==> config.mk <==
export PLATFORM = sky130hd
export DESIGN_NAME = rv_fetch_stage
export DESIGN_NICKNAME = d
export VERILOG_FILES = /design/src/rtl/rvp_fetch_pkg.sv /design/src/rtl/rvp_fetch_fifo.sv /design/src/rtl/rv_fetch_stage.sv
export SDC_FILE = /design/constraint.sdc
export NUM_CORES = 1
export LEC_CHECK = 0
export CORE_MARGIN = 3
export CORE_UTILIZATION = 26
export CTS_BUF_LIST = sky130_fd_sc_hd__clkbuf_8
export CTS_CLUSTER_DIAMETER = 40
export DETAILED_ROUTE_END_ITERATION = 16
export GPL_TIMING_DRIVEN = 0
export HOLD_SLACK_MARGIN = 0.08
export PLACE_DENSITY_LB_ADDON = 0.05
export SYNTH_ARGS = -nofsm -noshare
export SYNTH_HDL_FRONTEND = slang
export SYNTH_SLANG_ARGS = --single-unit
export TNS_END_PERCENT = 10
==> constraint.sdc <==
create_clock -name clk -period 4.6 [get_ports clk]
set_clock_uncertainty 0.15 [all_clocks]
set_input_delay 0.69 -clock clk [delete_from_list [all_inputs] [get_ports clk]]
set_output_delay 0.69 -clock clk [all_outputs]
set_load 0.05 [all_outputs]
==> src/rtl/rvp_fetch_pkg.sv <==
// rvp_fetch_pkg: shared types and constants for the rv_fetch_stage instruction-fetch block.
package rvp_fetch_pkg;
    localparam int RVP_XLEN = 32;
    localparam logic [RVP_XLEN-1:0] RVP_NOP_INSTR = 32'h0000_0013;

    typedef enum logic {BOOT, RUN} fetch_state_e;

    typedef struct packed {
        logic [RVP_XLEN-1:0] instr;
        logic [RVP_XLEN-1:0] pc;
        logic                fault;
    } fetch_entry_t;
endpackage

==> src/rtl/rvp_fetch_fifo.sv <==
// rvp_fetch_fifo: DEPTH-entry instruction buffer; flush empties it, push+pop allowed when full.
module rvp_fetch_fifo
    import rvp_fetch_pkg::*;
#(
    parameter int DEPTH = 2,
    localparam int AW = $clog2(DEPTH)
) (
    input  logic         clk,
    input  logic         reset,
    input  logic         push,
    input  logic         pop,
    input  logic         flush,
    input  fetch_entry_t wdata,
    output fetch_entry_t rdata,
    output logic [AW:0]  count,
    output logic         full,
    output logic         empty
);
    fetch_entry_t  mem_q [DEPTH];
    logic [AW-1:0] wr_q, rd_q;
    logic [AW:0]   cnt_q;
    logic          do_pop;

    assign do_pop = pop && !empty;
    assign rdata  = mem_q[rd_q];
    assign count  = cnt_q;
    assign full   = cnt_q == (AW+1)'(DEPTH);
    assign empty  = cnt_q == '0;

    always_ff @(posedge clk)
        if (push && !flush) mem_q[wr_q] <= wdata;

    always_ff @(posedge clk or negedge reset) begin
        if (!reset) begin
            wr_q  <= '0;
            rd_q  <= '0;
            cnt_q <= '0;
        end else if (flush) begin
            wr_q  <= '0;
            rd_q  <= '0;
            cnt_q <= '0;
        end else begin
            wr_q  <= wr_q + AW'(push);
            rd_q  <= rd_q + AW'(do_pop);
            cnt_q <= cnt_q + (AW+1)'(push) - (AW+1)'(do_pop);
        end
    end
endmodule

==> src/rtl/rv_fetch_stage.sv <==
// rv_fetch_stage: IF stage owning the fetch PC, 1-cycle imem reads and a redirect-flushed buffer.
// RVP_FETCH_MISALIGN_EN: misaligned redirects push one fault entry and hold fetch until redirected.
module rv_fetch_stage
    import rvp_fetch_pkg::*;
#(
    parameter int              XLEN      = RVP_XLEN,
    parameter int              DEPTH     = 2,
    parameter logic [XLEN-1:0] NOP_INSTR = RVP_NOP_INSTR
) (
    input  logic            clk,
    input  logic            reset,
    input  logic [XLEN-1:0] pc_init,
    output logic            imem_req,
    output logic [XLEN-1:0] imem_addr,
    input  logic [XLEN-1:0] imem_rdata,
    input  logic            redirect,
    input  logic [XLEN-1:0] redirect_pc,
    output logic            if_valid,
    input  logic            if_ready,
    output logic [XLEN-1:0] if_instr,
    output logic [XLEN-1:0] if_pc,
    output logic            if_fault,
    output logic [XLEN-1:0] pc_out
);
    localparam int CW = $clog2(DEPTH) + 1;

    fetch_state_e    state_q, state_d;
    logic [XLEN-1:0] pc_q, pc_d, tag_q, tag_d;
    logic            inflight_q, inflight_d;
    logic            pop, push, flush, halt, full, empty;
    logic [CW-1:0]   count;
    logic [CW:0]     occ;
    fetch_entry_t    wdata, head;

    assign pop       = if_valid && if_ready;
    assign flush     = redirect && state_q == RUN;
    // buffered + in-flight words after this cycle's pop must leave room for one more
    assign occ       = {1'b0, count} + (CW+1)'(inflight_q) - (CW+1)'(pop);
    assign imem_req  = state_q == RUN && !redirect && !halt && occ < (CW+1)'(DEPTH);
    assign imem_addr = pc_q;
    assign pc_out    = pc_q;
    assign if_valid  = !empty;
    assign if_instr  = empty ? NOP_INSTR : head.instr;
    assign if_pc     = empty ? '0 : head.pc;
    assign if_fault  = !empty && head.fault;

    always_comb begin
        state_d    = RUN;
        pc_d       = pc_q;
        tag_d      = tag_q;
        inflight_d = 1'b0;
        if (state_q == BOOT) pc_d = pc_init & ~XLEN'(3);
        else if (redirect) pc_d = redirect_pc & ~XLEN'(3);
        else if (imem_req) begin
            pc_d       = pc_q + XLEN'(4);
            tag_d      = pc_q;
            inflight_d = 1'b1;
        end
    end

    always_ff @(posedge clk or negedge reset) begin
        if (!reset) begin
            state_q    <= BOOT;
            pc_q       <= '0;
            tag_q      <= '0;
            inflight_q <= 1'b0;
        end else begin
            state_q    <= state_d;
            pc_q       <= pc_d;
            tag_q      <= tag_d;
            inflight_q <= inflight_d;
        end
    end

`ifdef RVP_FETCH_MISALIGN_EN
    logic            halt_q, halt_d, fault_q, fault_d;
    logic [XLEN-1:0] fpc_q, fpc_d;

    always_comb begin
        halt_d  = halt_q;
        fault_d = 1'b0;
        fpc_d   = fpc_q;
        if (flush) begin
            halt_d  = redirect_pc[1:0] != 2'b00;
            fault_d = halt_d;
            fpc_d   = redirect_pc;
        end
    end

    always_ff @(posedge clk or negedge reset) begin
        if (!reset) begin
            halt_q  <= 1'b0;
            fault_q <= 1'b0;
            fpc_q   <= '0;
        end else begin
            halt_q  <= halt_d;
            fault_q <= fault_d;
            fpc_q   <= fpc_d;
        end
    end

    assign halt  = halt_q;
    assign push  = (inflight_q || fault_q) && !flush;
    assign wdata = fault_q ? '{NOP_INSTR, fpc_q, 1'b1} : '{imem_rdata, tag_q, 1'b0};
`else
    assign halt  = 1'b0;
    assign push  = inflight_q && !flush;
    assign wdata = '{imem_rdata, tag_q, 1'b0};
`endif

    rvp_fetch_fifo #(.DEPTH(DEPTH)) u_fifo (
        .clk   (clk),
        .reset (reset),
        .push  (push),
        .pop   (pop),
        .flush (flush),
        .wdata (wdata),
        .rdata (head),
        .count (count),
        .full  (full),
        .empty (empty)
    );

    assert property (@(posedge clk) disable iff (!reset) !(push && full && !pop));
endmodule

== After elaboration in Yosys (flattened, before gate mapping) ==
Memories as Yosys holds them, arrays and structs flattened.
Index checks and enable logic that the tools add are counted.

* Memories kept: 1
* Register bits: 70
* Bits of input ports: 100
* Output and inout port bits: 131
* RAM bits: 128
* Word-level logic and storage cells: 44

{| class="wikitable"
|+ Memories
! memory !! words !! width !! rd ports !! clocked after memory_dff !! write ports !! line !! RTL
|-
| u_fifo.mem_q || 2 || 64 || 1 || 0 || 1 || rvp_fetch_fifo.sv:19 || <nowiki>fetch_entry_t mem_q [DEPTH];</nowiki>
|}

* Magnitude comparators: 1
* Equality and inequality tests: 1
* $add $sub $neg: 7
* Multiplexer cells: 13
* Reductions and logical operators: 13
* Bitwise operators: 1

{| class="wikitable"
|+ Operator list
! kind !! number
|-
| $mux W32 || 5
|-
| $add A32 B3 Y32 const B || 1
|-
| $logic_and A1 B1 Y1 || 7
|-
| $mux W1 || 7
|-
| $add A2 B1 Y3 || 1
|-
| $logic_not A1 Y1 || 3
|-
| $lt A3 B2 Y1 const B || 1
|-
| $ne A3 B3 Y1 const B || 1
|-
| $reduce_and A3 Y1 || 1
|-
| $sub A3 B1 Y3 || 1
|-
| $add A1 B1 Y1 || 2
|-
| $add A2 B1 Y2 || 1
|-
| $logic_not A2 Y1 || 1
|-
| $mux W2 || 1
|-
| $sub A2 B1 Y2 || 1
|-
| $logic_and A1 B1 Y1 const B || 1
|-
| $not A1 Y1 || 1
|}

== Logic depth before layout (Yosys ltp) ==
* Word-level depth: 9
* Depth in mapped cells: 15
* Depth with buffers taken out: 13

== Modules after synthesis ==
Synthesis repeated with hierarchy kept, for this count alone.

* Cell total of the unflattened synthesis: 677
* Area, all modules: 9058.7 µm²

{| class="wikitable"
|+ Modules (own cells, without submodules)
! module !! area each (µm²) !! times used !! cells an instance !! seq. area each (µm²)
|-
| rvp_fetch_fifo || 4924.7 || 1 || 223 || 4003.8
|-
| rv_fetch_stage || 4134.0 || 1 || 454 || 1551.5
|}

== Worst setup path before layout ==
No wires, ideal clock.

* Kind: input to register
* Start: input redirect
* End: memory u_fifo.mem_q[0][10] (netlist name) (enable)
* Arrival: 3879 ps
* Setup time: 490 ps
* Stages: 4
* Required time: 3960 ps
* Slack: 82 ps
* Buffers on the path: 1
* Path through: clkbuf_1 -> nand2_1 -> and2_1 -> nor2b_1

* Longest elaborated chain between the ends: 6

{| class="wikitable"
|+ Ends and longest elaborated chain
! what !! line !! RTL
|-
| from (decl) || rv_fetch_stage.sv:16 || <nowiki>input logic redirect,</nowiki>
|-
| $logic_and A1 B1 Y1 (*) || rv_fetch_stage.sv:36 || <nowiki>assign flush = redirect && state_q == RUN;</nowiki>
|-
| $logic_not A1 Y1 (*) || rvp_fetch_fifo.sv:31, rv_fetch_stage.sv:107 ||
|-
| $logic_and A1 B1 Y1 || rv_fetch_stage.sv:107 || <nowiki>assign push = inflight_q && !flush;</nowiki>
|-
| $logic_and A1 B1 Y1 (*) || rvp_fetch_fifo.sv:31 || <nowiki>if (push && !flush) mem_q[wr_q] <= wdata;</nowiki>
|-
| $mux W1 (*) || rvp_fetch_fifo.sv:31 ||
|-
| $mux W1 (implied by the code) (*) || rvp_fetch_fifo.sv:31 ||
|-
| to (decl) || rvp_fetch_fifo.sv:19 ||
|}

Every way passes the cells marked *; elsewhere a longest branch is shown, timed or not.

== Worst setup path in the final report ==
* Start: register u_fifo.cnt_q[1], in the netlist u_fifo.count[1]
* End: output imem_req

* Longest elaborated chain between the ends: 6
* Elaborated cells between the ends (all ways): 7
* Those cells by class: add/sub (2); order compare (1); reduce/logical (4)

{| class="wikitable"
|+ Ends and longest elaborated chain
! what !! line !! RTL
|-
| from (decl) || rvp_fetch_fifo.sv:21 || <nowiki>logic [AW:0] cnt_q;</nowiki>
|-
| from (signal assigned) || rvp_fetch_fifo.sv:45 || <nowiki>cnt_q <= cnt_q + (AW+1)'(push) - (AW+1)'(do_pop);</nowiki>
|-
| branches (longest 3 deep; another with $add A2 B1 Y3) || n/a ||
|-
| $sub A3 B1 Y3 (*) || rv_fetch_stage.sv:38 || <nowiki>assign occ = {1'b0, count} + (CW+1)'(inflight_q) - (CW+1)'(pop);</nowiki>
|-
| $lt A3 B2 Y1 (*) || rv_fetch_stage.sv:39 || <nowiki>assign imem_req = state_q == RUN && !redirect && !halt && occ < (CW+1)'(DEPTH);</nowiki>
|-
| $logic_and A1 B1 Y1 (*) || rv_fetch_stage.sv:39 ||
|-
| to (decl) || rv_fetch_stage.sv:13 || <nowiki>output logic imem_req,</nowiki>
|}

Every way passes the cells marked *.

==> flow_summary.yaml <==
critical_path:
  required_ns: 3.76
  startpoint_type: "register"
  path_class: "reg -> out"
  critPathMaxFanout: 10
  critPathCaptureType: "output port"
  critPathArrivalTime_ns: 3.48
logic_synthesis:
  ys_ff_latch: 190
  async_flop_share_pct: 34.7
  syn_inst: 669
  seq_area_frac_synth_pct: 62.9
  syn_avg_cell_area_um2: 12.8
  ys_types: 60
  netlist.area_leader.share_pct: 43.5
  synthFlopType: "edfxtp_1"
  syn_area_mm2: 0.00855
  yosysTopAreaCell: "edfxtp_1"
  yosys-top-cells-area: "edfxtp_1, dfrtp_1, mux2i_1"
  synth_edf_count: 124
  synth_warnings: 0
cts:
  cts-root-buf: "clkbuf_8"
  clk_pin_slew_ns: 0.12
  cts_max_path_buffers: 2
  cts_buffers: 17
  cts_max_level: 4
  cts.sinks: 190
  cts_tree: "built"
  clock_latency_ns: 0.47
worst_hold_path:
  hold_class: "reg -> reg"
drt:
  num_vias: 6159
  vias_per_cell: 4.50
  dr.pass1.iters: 5
  wirelength_um: 26400
  drc_errors: 0
  drtIter0Drc: 388
  antenna_left: 0
  routedWlPerCell_um: 19.3
sta:
  drv_slew: 0
  min_period_over_period_pct: 93.8
  tightest_slew_ns: 0.821
  rsz0062_at_grt: "false"
  max_slew_margin_pct: 44.8
  fmax_ghz: 0.232
  final_hold_viol_count: 0
  fin_crit_ns: 4.32
  finalSetupViolCount: 0
die:
  die-area_mm2: 0.0351
  die_h_um: 187
  core-area_mm2: 0.0320
  rows: 65
  start_util_pct: 26.8
  io_pins: 231
  fp.dieW_um: 187
global_routing:
  first_global_vias: 6219
  grt.overflow.total: 0
  grt_max_degree: 57
  antenna_found_initial: 0
  track_usage_pct: 14.9
  grt_pass1_wl_um: 39500
cells_and_area:
  area_delta_synth_final_pct: 39.4
  fin_util_pct: 37.3
  final_nets: 1025
  final_design_area_no_fill_mm2: 0.0119
  drive_above_1_share_pct: 15.0
  antenna_cells: 0
power_and_ir_drop:
  peakVddDrop_v: 0.000213
  p_leak_nw: 4.49
  powerDensity_mw_per_mm2: 612
placed_design:
  placed_area_mm2: 0.0114
  gp_congestion: 0.773
  port_buffers: 219
  dp_hpwl_um: 18700
run_status:
  status: "completed"
run:
  drv_cap: 0
cells in the final DEF (no fill, tap or decap), types with 4 or more instances in the layout:
master,netlist,final
a21oi_1,35,35
a22oi_1,20,20
a31oi_1,4,4
and2_1,7,7
and3_1,6,5
and4_1,4,4
buf_16,0,4
buf_2,18,18
buf_4,40,42
clkbuf_1,12,12
clkbuf_8,0,17
clkdlybuf4s50_1,0,217
clkinv_8,0,4
conb_1,2,8
dfrtp_1,66,65
edfxtp_1,124,124
ha_1,4,4
inv_1,10,11
inv_6,0,5
mux2_2,27,27
mux2i_1,64,64
nand2_1,41,41
nand3_1,12,12
nand4_1,11,11
nor2_1,69,68
nor3_1,4,4
o21ai_0,25,25
o31ai_1,4,4
xnor2_1,5,4
report_power, final:
| group | switching [W] | internal [W] |
|---|---|---|
| Combinational | 0.00238 | 0.00128 |
| Clock | 0.000702 | 0.000517 |
| Sequential | 0.000237 | 0.00219 |
area by class of cell:
type,instances,area (um^2)
plain buffers,73,455
flip-flops and latches,190,5380
well taps,435,544
repair buffers,226,2330
inverters,11,41.3
clock inverters,15,204
multi-input cells,401,2730
fillers,3174,20000
clock buffers,17,234
layer usage:
metal / wire length [um] / global-route usage (%)
met5: 0 / 0
met2: 12400 / 24.3
met3: 1350 / 3.39
met1: 12500 / 20.4
met4: 196 / 2.97
metrics by stage:
step / cells / hold WS [ns] / power (W) / setup TNS [ns] / worst slack (ns)
2_1_floorplan: 675 / 0.244 / 0.00480 / 0 / 0.0818
3_3_place_gp: 1329 / 0.298 / 0.00612 / -250.02 / -3.34
3_5_place_dp: 1334 / 0.303 / 0.00615 / -0.561 / -0.561
4_1_cts: 1368 / 0.317 / 0.00741 / 0 / 0.0993
5_1_grt: 1368 / 0.329 / 0.00768 / 0 / 0.00728
6_report: 1368 / 0.314 / 0.00730 / 0 / 0.284
synth_stat cells, types with 2 or more instances:
library cell  number
a211oi_1           2
a21oi_1           35
a22o_1             3
a22oi_1           20
a31oi_1            4
and2_1             7
and3_1             6
and4_1             4
and4_2             2
buf_2             18
buf_4             40
clkbuf_1          12
conb_1             2
dfrtp_1           66
edfxtp_1         124
ha_1               4
inv_1             10
mux2_2            27
mux2i_1           64
nand2_1           41
nand2b_1           3
nand3_1           12
nand4_1           11
nor2_1            69
nor2_2             2
nor2b_1            3
nor3_1             4
nor4_1             3
o21a_1             3
o21ai_0           25
o22a_1             2
o31ai_1            4
o41ai_1            2
or3_1              3
xnor2_1            5
xor2_1             3
logic make-up (layout without fill, tap and decap cells):
| logic type | Yosys count | in the layout | share of synthesized area (%) |
|---|---|---|---|
| flip-flops | 190 | 190 | 62.9 |
| AND/OR/NAND/NOR | 173 | 173 | 9.77 |
| AO/OA/AOI/OAI | 115 | 115 | 8.65 |
| multiplexers | 92 | 92 | 11.2 |
| buffers and inverters | 84 | 342 | 5.81 |
| XOR/XNOR | 8 | 8 | 0.819 |
| adder cells (fa/ha/maj) | 5 | 5 | 0.819 |
| other | 2 | 8 | 0.0878 |
flip-flops by register name (all words and copies together) (netlist names):
register,cells
u_fifo.count,2
u_fifo.rd_q,1
imem_addr,30
state_q,1
u_fifo.mem_q,124
tag_q,30
u_fifo.wr_q,1
inflight_q,1
path summary, 6_finish.rpt:
check | start | end | slack (ns) | depth (start not counted)
max | u_fifo.count[1]$_DFF_PN0_ | imem_req | 0.28 | 14
min | tag_q[2]$_DFFE_PN0P_ | u_fifo.mem_q[1][2]$_DFFE_PP_ | 0.31 | 0
max reg2reg | u_fifo.count[1]$_DFF_PN0_ | imem_addr[15]$_DFFE_PN0P_ | 1.22 | 13
min reg2reg | tag_q[2]$_DFFE_PN0P_ | u_fifo.mem_q[1][2]$_DFFE_PP_ | 0.31 | 0
max in group asynchronous | reset | u_fifo.count[1]$_DFF_PN0_ | 3.26 | 3
min in group asynchronous | reset | tag_q[17]$_DFFE_PN0P_ | 0.44 | 2
worst max-delay path, cell delays in order (launching register included):
cell and delay [ns]:
dfrtp_2 0.48, nor2_4 0.13, inv_1 0.10, and2_1 0.23, ha_1 0.28, inv_1 0.07
nand2_1 0.06, fa_1 0.40, xnor2_2 0.16, and2_1 0.16, buf_2 0.17, nand2_4 0.17
buf_2 0.27, inv_1 0.08, clkbuf_4 0.23
timing repair:
action,in CTS,in global routing
pin swaps,1,0
endpoints found under the hold margin,10,0
endpoints found under the setup margin,1,1
buffers inserted,1,0
gates cloned,0,0
hold buffers,1,0
gates resized for setup,7,3
Power figures use the tool's default switching activity.
